[src/rtl/ticket_pulse_rx_pkg.sv]
// -----------------------------------------------------------------------------
// ticket_pulse_rx_pkg
//
// Shared definitions for the ticket pulse receiver: FSM state encoding, the
// field widths of a report, the default inter-ticket gap, and two small helpers
// that decode a vector of simultaneous edge strobes.
// -----------------------------------------------------------------------------
package ticket_pulse_rx_pkg;

    // One pulse line per ticket type.
    localparam int NUM_LINES = 4;

    // Report field widths.
    localparam int TYPE_W  = 2;
    localparam int COUNT_W = 3;
    localparam int TOTAL_W = 8;

    // Gap timer width; wide enough for the largest legal GAP_CYCLES (255).
    localparam int TIMER_W = 8;

    // Idle clocks after the last locked-line edge that close a transaction.
    localparam int GAP_CYCLES_DEF = 16;

    // Count saturates here instead of wrapping.
    localparam logic [COUNT_W-1:0] COUNT_MAX = '1;

    typedef logic [NUM_LINES-1:0] lines_t;
    typedef logic [TYPE_W-1:0]    type_t;
    typedef logic [COUNT_W-1:0]   count_t;
    typedef logic [TOTAL_W-1:0]   total_t;
    typedef logic [TIMER_W-1:0]   timer_t;

    // Receiver FSM: waiting for a first edge, accumulating edges on the locked
    // line, and holding a finished report until the consumer takes it.
    typedef enum logic [1:0] {
        ST_IDLE   = 2'd0,
        ST_COUNT  = 2'd1,
        ST_REPORT = 2'd2
    } state_e;

    // Index of the lowest set bit; returns 0 for an all-zero vector (callers
    // only use the result when at least one bit is set).
    function automatic type_t lowest_line(input lines_t lines);
        type_t idx;
        idx = '0;
        for (int i = NUM_LINES - 1; i >= 0; i--) begin
            if (lines[i]) begin
                idx = type_t'(i);
            end
        end
        return idx;
    endfunction

    // True when more than one line strobes in the same cycle. Clearing the
    // lowest set bit leaves something behind only if a second bit was set.
    function automatic logic multi_hot(input lines_t lines);
        return (lines & (lines - lines_t'(1))) != '0;
    endfunction

endpackage

[src/rtl/ticket_pulse_rx_if.sv]
// -----------------------------------------------------------------------------
// ticket_pulse_rx_if
//
// Report handshake between the ticket receiver (master) and its consumer
// (slave). A report is offered with tkt_valid and taken on the first clock
// edge where tkt_valid and tkt_rdy are both high.
//
//   tkt_valid  master->slave  report available
//   tkt_rdy    slave->master  consumer accepts the report
//   tkt_type   master->slave  ticket type of the report, 0..3
//   tkt_count  master->slave  tickets counted in the report, 0..7
//   tkt_err    master->slave  an edge was seen on a line other than the
//                             locked one during this transaction
// -----------------------------------------------------------------------------
interface ticket_pulse_rx_if;
    import ticket_pulse_rx_pkg::*;

    logic   tkt_valid;
    logic   tkt_rdy;
    type_t  tkt_type;
    count_t tkt_count;
    logic   tkt_err;

    modport master (
        output tkt_valid,
        output tkt_type,
        output tkt_count,
        output tkt_err,
        input  tkt_rdy
    );

    modport slave (
        input  tkt_valid,
        input  tkt_type,
        input  tkt_count,
        input  tkt_err,
        output tkt_rdy
    );

endinterface

[src/rtl/pulse_sync_edge.sv]
// -----------------------------------------------------------------------------
// pulse_sync_edge
//
// Brings one asynchronous pulse line into the clk domain and turns each rising
// edge into a single-cycle strobe. The strobe is registered, so it appears
// STAGES+1 clocks after the input rises.
//
// After reset the detector stays disarmed until the synchroniser has filled
// with real samples and the line has been seen low at least once, so a line
// that is already high when reset is released does not produce a strobe.
//
//   clk     in   system clock
//   rst_n   in   asynchronous active-low reset
//   line    in   raw pulse line, asynchronous to clk
//   strobe  out  one-cycle pulse per detected rising edge
// -----------------------------------------------------------------------------
module pulse_sync_edge #(
    parameter int STAGES = 2
) (
    input  logic clk,
    input  logic rst_n,
    input  logic line,
    output logic strobe
);

    logic [STAGES-1:0] sync_q;      // synchroniser chain, [0] samples the pin
    logic [STAGES-1:0] fill_q;      // ones shift in as the chain fills after reset
    logic              seen_low_q;  // previous synchronised sample was a real 0
    logic              sync_out;
    logic              filled;
    logic              rise;

    assign sync_out = sync_q[STAGES-1];
    assign filled   = fill_q[STAGES-1];
    assign rise     = filled & sync_out & seen_low_q;

    always_ff @(posedge clk or negedge rst_n) begin
        if (!rst_n) begin
            sync_q     <= '0;
            fill_q     <= '0;
            seen_low_q <= 1'b0;
            strobe     <= 1'b0;
        end else begin
            // NOTE: non-blocking assignments let every flop sample the previous
            // value of its neighbour; blocking here would collapse the chain
            // into a single stage.
            sync_q     <= {sync_q[STAGES-2:0], line};
            fill_q     <= {fill_q[STAGES-2:0], 1'b1};
            seen_low_q <= filled & ~sync_out;
            strobe     <= rise;
        end
    end

endmodule

[src/rtl/ticket_pulse_rx.sv]
// -----------------------------------------------------------------------------
// ticket_pulse_rx
//
// Counts ticket pulses from a four-line dispenser and reports them in batches.
// The first edge locks the ticket type; further edges on that line extend the
// transaction and bump the count (saturating at 7). Once the locked line has
// been quiet for GAP_CYCLES clocks the batch is offered on the report
// handshake and, when accepted, added into that type's running total.
//
// Edges on other lines during a transaction only flag tkt_err. Edges that
// arrive while a report is waiting are dropped and raise the sticky tkt_ovr.
//
//   clk          in   system clock, rising-edge
//   rst_n        in   asynchronous active-low reset
//   co_in[3:0]   in   ticket pulse lines, bit n is ticket type n
//   tkt          --   report handshake (master side, see ticket_pulse_rx_if)
//   tkt_ovr      out  sticky: edges were dropped while a report was pending
//   busy         out  a transaction is counting or waiting to be reported
//   total0..3    out  cumulative accepted tickets per type, modulo 256
// -----------------------------------------------------------------------------
module ticket_pulse_rx
    import ticket_pulse_rx_pkg::*;
#(
    parameter int GAP_CYCLES  = GAP_CYCLES_DEF,   // legal range 2..255
    parameter int SYNC_STAGES = 2                 // legal range 2..3
) (
    input  logic                     clk,
    input  logic                     rst_n,
    input  logic [NUM_LINES-1:0]     co_in,
    ticket_pulse_rx_if.master        tkt,
    output logic                     tkt_ovr,
    output logic                     busy,
    output logic [TOTAL_W-1:0]       total0,
    output logic [TOTAL_W-1:0]       total1,
    output logic [TOTAL_W-1:0]       total2,
    output logic [TOTAL_W-1:0]       total3
);

    localparam timer_t GAP_LOAD = timer_t'(GAP_CYCLES);

    // -------------------------------------------------------------------------
    // Per-line synchroniser and rising-edge detector
    // -------------------------------------------------------------------------
    lines_t strobe;

    for (genvar gi = 0; gi < NUM_LINES; gi++) begin : g_line
        pulse_sync_edge #(
            .STAGES (SYNC_STAGES)
        ) u_sync_edge (
            .clk    (clk),
            .rst_n  (rst_n),
            .line   (co_in[gi]),
            .strobe (strobe[gi])
        );
    end

    // -------------------------------------------------------------------------
    // Transaction state
    // -------------------------------------------------------------------------
    state_e state_q, state_d;
    type_t  type_q,  type_d;
    count_t count_q, count_d;
    timer_t timer_q, timer_d;
    logic   err_q,   err_d;
    logic   ovr_q,   ovr_d;
    total_t total_q [NUM_LINES];

    lines_t locked_mask;
    logic   locked_hit;
    logic   other_hit;
    logic   accept;

    assign locked_mask = lines_t'(1) << type_q;
    assign locked_hit  = (strobe & locked_mask) != '0;
    assign other_hit   = (strobe & ~locked_mask) != '0;

    // -------------------------------------------------------------------------
    // Next-state logic
    // -------------------------------------------------------------------------
    always_comb begin
        // NOTE: every variable is given its hold value before the case so that
        // paths which do not mention it keep the register, not a latch.
        state_d = state_q;
        type_d  = type_q;
        count_d = count_q;
        timer_d = timer_q;
        err_d   = err_q;
        ovr_d   = ovr_q;
        accept  = 1'b0;

        case (state_q)
            ST_IDLE: begin
                if (strobe != '0) begin
                    // Simultaneous first edges: lowest line wins, the rest
                    // are reported as an error on this transaction.
                    type_d  = lowest_line(strobe);
                    count_d = count_t'(1);
                    timer_d = GAP_LOAD;
                    err_d   = multi_hot(strobe);
                    state_d = ST_COUNT;
                end
            end

            ST_COUNT: begin
                if (other_hit) begin
                    err_d = 1'b1;
                end
                if (locked_hit) begin
                    // A locked-line edge takes priority over the timer running
                    // out in the same cycle, so no ticket is ever left behind.
                    count_d = (count_q == COUNT_MAX) ? count_q
                                                     : count_q + count_t'(1);
                    timer_d = GAP_LOAD;
                end else begin
                    timer_d = timer_q - timer_t'(1);
                    // Leave on the step that brings the timer to zero; this
                    // makes the first-edge-to-valid latency GAP_CYCLES+1.
                    if (timer_q <= timer_t'(1)) begin
                        state_d = ST_REPORT;
                    end
                end
            end

            ST_REPORT: begin
                // The report registers are frozen; any edge now is lost,
                // including one on the accepting edge itself.
                if (strobe != '0) begin
                    ovr_d = 1'b1;
                end
                if (tkt.tkt_rdy) begin
                    accept  = 1'b1;
                    err_d   = 1'b0;
                    state_d = ST_IDLE;
                end
            end

            default: begin
                state_d = ST_IDLE;
            end
        endcase
    end

    // -------------------------------------------------------------------------
    // State registers
    // -------------------------------------------------------------------------
    always_ff @(posedge clk or negedge rst_n) begin
        if (!rst_n) begin
            state_q <= ST_IDLE;
            type_q  <= '0;
            count_q <= '0;
            timer_q <= '0;
            err_q   <= 1'b0;
            ovr_q   <= 1'b0;
        end else begin
            state_q <= state_d;
            type_q  <= type_d;
            count_q <= count_d;
            timer_q <= timer_d;
            err_q   <= err_d;
            ovr_q   <= ovr_d;
        end
    end

    // Running totals, one accumulator per ticket type.
    always_ff @(posedge clk or negedge rst_n) begin
        if (!rst_n) begin
            // NOTE: the totals are plain flops, not a RAM, so they can and must
            // clear with everything else; a reset mid-transaction therefore
            // leaves no partial batch behind.
            for (int i = 0; i < NUM_LINES; i++) begin
                total_q[i] <= '0;
            end
        end else if (accept) begin
            total_q[type_q] <= total_q[type_q] + total_t'(count_q);
        end
    end

    // -------------------------------------------------------------------------
    // Outputs
    // -------------------------------------------------------------------------
    assign tkt.tkt_valid = (state_q == ST_REPORT);
    assign tkt.tkt_type  = type_q;
    assign tkt.tkt_count = count_q;
    assign tkt.tkt_err   = err_q;

    assign tkt_ovr = ovr_q;
    assign busy    = (state_q != ST_IDLE);

    assign total0 = total_q[0];
    assign total1 = total_q[1];
    assign total2 = total_q[2];
    assign total3 = total_q[3];

endmodule

[src/flat_wrapper.sv]
// flat-port wrapper written by rule: the top's interface ports become plain ports
module ticket_pulse_rx_flat import ticket_pulse_rx_pkg::*;
#(
    parameter int GAP_CYCLES  = GAP_CYCLES_DEF,                        
    parameter int SYNC_STAGES = 2                                    
)
  (clk, rst_n, co_in, tkt_ovr, busy, total0, total1, total2, total3, tkt_tkt_valid, tkt_tkt_type, tkt_tkt_count, tkt_tkt_err, tkt_tkt_rdy);
  ticket_pulse_rx_if tkt_i ();
  input  logic clk;
  input  logic rst_n;
  input  logic [NUM_LINES-1:0] co_in;
  output logic tkt_ovr;
  output logic busy;
  output logic [TOTAL_W-1:0] total0;
  output logic [TOTAL_W-1:0] total1;
  output logic [TOTAL_W-1:0] total2;
  output logic [TOTAL_W-1:0] total3;
  output wire logic [$bits(tkt_i.tkt_valid)-1:0] tkt_tkt_valid;
  output wire logic [$bits(tkt_i.tkt_type)-1:0] tkt_tkt_type;
  output wire logic [$bits(tkt_i.tkt_count)-1:0] tkt_tkt_count;
  output wire logic [$bits(tkt_i.tkt_err)-1:0] tkt_tkt_err;
  input wire logic [$bits(tkt_i.tkt_rdy)-1:0] tkt_tkt_rdy;
  assign tkt_tkt_valid = tkt_i.tkt_valid;
  assign tkt_tkt_type = tkt_i.tkt_type;
  assign tkt_tkt_count = tkt_i.tkt_count;
  assign tkt_tkt_err = tkt_i.tkt_err;
  assign tkt_i.tkt_rdy = tkt_tkt_rdy;
  ticket_pulse_rx #(.GAP_CYCLES(GAP_CYCLES), .SYNC_STAGES(SYNC_STAGES)) u_core (.clk(clk), .rst_n(rst_n), .co_in(co_in), .tkt(tkt_i), .tkt_ovr(tkt_ovr), .busy(busy), .total0(total0), .total1(total1), .total2(total2), .total3(total3));
endmodule
[config.mk]
export PLATFORM = sky130hd
export DESIGN_NAME = ticket_pulse_rx_flat
export DESIGN_NICKNAME = d
export VERILOG_FILES = /design/src/rtl/ticket_pulse_rx_pkg.sv /design/src/rtl/ticket_pulse_rx_if.sv /design/src/rtl/pulse_sync_edge.sv /design/src/rtl/ticket_pulse_rx.sv /design/src/flat_wrapper.sv
export SDC_FILE = /design/constraint.sdc
export NUM_CORES = 1
export LEC_CHECK = 0
export BUFFER_PORTS_ARGS = -buffer_cell sky130_fd_sc_hd__buf_2
export CORE_MARGIN = 2
export CORE_UTILIZATION = 56
export CTS_CLUSTER_SIZE = 16
export DETAILED_ROUTE_END_ITERATION = 10
export GPL_TIMING_DRIVEN = 1
export PLACE_DENSITY = 0.79
export SKIP_LAST_GASP = 1
export SYNTH_ARGS = -nofsm -noshare
export SYNTH_HDL_FRONTEND = slang
export SYNTH_SLANG_ARGS = --single-unit
[constraint.sdc]
create_clock -name clk -period 2.9 [get_ports clk]
set_input_delay 0.435 -clock clk [delete_from_list [all_inputs] [get_ports clk]]
set_output_delay 0.435 -clock clk [all_outputs]
set_load 0.02 [all_outputs]
==> impl_metrics.csv <==
group,metric,value,unit
floorplan,fp.dieW,78.6,µm
grt,antenna_found_initial,0,
floorplan,core-area,5440,µm²
yosys,synth_seq_cells,67,
pwr,p_per_area,924,nW/µm²
cts,cts-root-buf,"clkbuf_8",
yosys,syn_avg_cell_area,11.1,µm²
grt,grtUsageTotal,22.9,%
grt,grt_overflow,0,
cts,hold_buffers,0,
final_layout,final_cell_mix,"dfrtp_1, buf_2, nand2_1",
timing,finalClockSkew,8.46,ps
floorplan,initial_core_util,57.2,%
worst_setup_path,path_cells,"buf_4 -> mux4_2 -> ha_1 -> a21o_1 -> a21oi_1 -> nor2_1 -> xnor2_1 -> o21ai_1",
cts,cts-resized-gates,0,
cts,clock_sinks,67,
worst_setup_path,crit_start,"u_core.tkt.tkt_type[0]",
yosys,synth_area,3110,µm²
worst_setup_path,crit_fanout,7,
timing,fmax,419,MHz
final_layout,fin_nets,351,
routing,via_per_inst,5.40,
routing,routed_wl,5.98,mm
routing,drt-pass1-iter-count,4,
final_layout,fin_cells,408,
timing,slew_headroom,54.3,%
worst_setup_path,cp_slowest_stage_delay,510,ps
worst_setup_path,path_class,"flip-flop to flip-flop",
cts,clk_latency,350,ps
floorplan,dieArea,6170,µm²
timing,tightest_slew,684,ps
status,status,"finished, final reports clean",
worst_setup_path,start_kind,"flip-flop",
routing,post-route-drc-count,0,
cts,cts_buffers,9,
floorplan,die_h,78.6,µm
yosys,ys_seq_area_share,53.9,%
cts,ctsHtreeMaxLevel,3,
yosys,synth_cell_types,45,
worst_setup_path,crit_arrival,2600,ps
worst_setup_path,path_delay_family,"compound AO/OA/AOI/OAI gates",
final_layout,drive_gt1_share,25.6,%
cts,cts_tree,"done",
final_layout,layout_commonest_cell,"dfrtp_1",
final_layout,syn2layout_area_growth,16.3,%
worst_setup_path,worstPathRequired,3110,ps
floorplan,rows,27,
job,cap_violations,0,
placed_design,place_inst,392,
worst_setup_path,r2r-start,"u_core.tkt.tkt_type[0]",
timing,layout_min_cycle_time,2390,ps
floorplan,io_pins,48,
final_layout,diodes,0,
min_path,hold_path_class,"input pin to asynchronous set/reset pin",
placed_design,hpwl,4.31,mm
worst_setup_path,path_buf_inv,1,
routing,drt_iter0_drc,133,
final_layout,fillerInstances,422,
routing,wl_per_cell,14.6,µm
timing,finalSetupTns,0,ps
worst_setup_path,cp_slowest_cell,"mux4_2",
cts,cts_setup_buffers,0,
routing,num_vias,2202,
pwr,ir_drop,0.000515,V
grt,grt_pass1_vias,2211,
yosys,ys.warnings.count,0,
cts,max-clock-path-buffers,2,
yosys,synth_nets,300,
timing,slew_viol_final,0,
yosys,synthesis.instances,280,
timing,rsz0062_at_grt,"no",
grt,grt_pass1_wl,10.5,mm
grt,grt_max_degree,41,
pwr,p_leak,1.73,nW
worst_setup_path,endpoint_kind,"flip-flop",
cts,path_clk_slew,70,ps
placed_design,gp_congestion,0.828,
placed_design,port_buffers,47,
timing,hold_viol,0,
routing,ant_nets,0,
timing,period_share,82.3,%
timing,finalSetupViolCount,0,
cell families after synthesis:
kind of cell / Yosys count / share of synthesized area (%)
AOI/OAI and AO/OA: 52 / 9.41
adders and majority gates: 14 / 5.79
buffers and inverters: 22 / 3.10
other: 1 / 0.120
muxes: 15 / 8.76
DFF: 67 / 53.9
xor gates and xnor gates: 12 / 3.62
and+or+nand+nor: 97 / 15.4
path summary, 6_finish.rpt:
| check | to | slack (ps) | depth (start not counted) |
|---|---|---|---|
| max | u_core.total2[5] | 510 | 8 |
| min | u_core.tkt.tkt_count[0] | 110 | 1 |
| max reg2reg | u_core.total2[5] | 510 | 8 |
| min reg2reg | u_core.g_line[0].u_sync_edge.sync_q[1] | 350 | 0 |
| max in group asynchronous | u_core.total3[5] | 2150 | 2 |
| min in group clk | u_core.g_line[2].u_sync_edge.sync_q[0] | 190 | 1 |
worst reg2reg max path: stages (launching register included):
cell and delay, ps:
dfrtp_1 390, buf_4 200, mux4_2 510, ha_1 210, a21o_1 150, a21oi_1 260, nor2_1 100, xnor2_1 330
o21ai_1 120
state kept, by name, summed over array words and instances (netlist names), 2 cells and up:
signal,count
u_core.g_line.u_sync_edge.fill_q,2
u_core.tkt.tkt_type,2
u_core.g_line.u_sync_edge.strobe,4
u_core.g_line.u_sync_edge.seen_low_q,4
u_core.total1,8
u_core.tkt.tkt_count,3
u_core.total0,8
u_core.total3,8
u_core.g_line.u_sync_edge.sync_q,8
u_core.total2,8
u_core.state_q,2
u_core.timer_q,8
layout make-up:
cell class                      count  area, µm²  area share [%]
Clock buffer                       12        145            4.01
Tap cell                           72       90.1            2.49
Multi-Input combinational cell    191       1340            37.0
Clock inverter                      4       50.0            1.38
Sequential cell                    67       1680            46.3
Inverter                           11       41.3            1.14
Timing Repair Buffer               51        278            7.67
power by group:
part | internal, mW | switching, mW
Combinational | 0.531 | 0.762
Clock | 0.419 | 0.343
Sequential | 1.11 | 0.183
metal layers:
layer  vias up  global-route usage, %  routed length (µm)
met5         -                      0                   0
met4         0                   13.9                 201
met3        18                   5.29                 261
met2        57                   33.6                2780
met1      1059                   31.3                2740
li1       1068                      -                   -
synthesized netlist by cell type:
library cell   n  area share, %
nor2_1        18            2.2
xor2_1         6            1.7
nand2_1       44            5.3
nand4_1        1           0.20
nand3_1        4           0.64
nand2b_4       1           0.44
inv_1         11            1.3
or2_2          1           0.20
nor4_4         1           0.68
xnor2_1        5            1.4
nor2b_1        5            1.0
buf_2          2           0.32
conb_1         1           0.12
o22ai_1        1           0.20
dfrtp_1       67             54
o21ai_1       13            2.1
buf_6          1           0.36
xnor2_2        1           0.52
a21o_1         2           0.48
clkbuf_1       7           0.84
fa_1           1           0.64
a21oi_1        8            1.3
o21bai_1       1           0.24
and3_1         4           0.80
o21ai_2        1           0.28
o21ai_0       22            3.5
nand4b_1       1           0.28
mux2i_1        1           0.32
ha_1          12            4.8
and2_1         2           0.40
o22a_1         1           0.28
nand3b_1       2           0.48
a2bb2oi_2      1           0.48
nand2b_1       2           0.40
buf_4          1           0.24
a31oi_1        1           0.20
mux4_2         9            6.5
nor3_1         2           0.32
nor4_1         4           0.80
mux2_2         4            1.4
or3_1          4           0.80
a32o_1         1           0.32
maj3_1         1           0.32
nor4_2         1           0.40
mux2_4         1           0.48
per-stage QoR:
stage               worst slack [ps]  hold slack [ps]  utilization (%)  power (mW)  cell area [µm²]
finish                           513              113             66.6        3.34             3620
global route                     269              152             66.6        3.60             3620
global placement                 533              332             63.0        2.55             3430
detailed placement               501              335             63.0        2.60             3430
CTS                              479              118             66.6        3.37             3620
floorplan                        261              139                -        2.26             3110
Power figures use the tool's default switching activity.
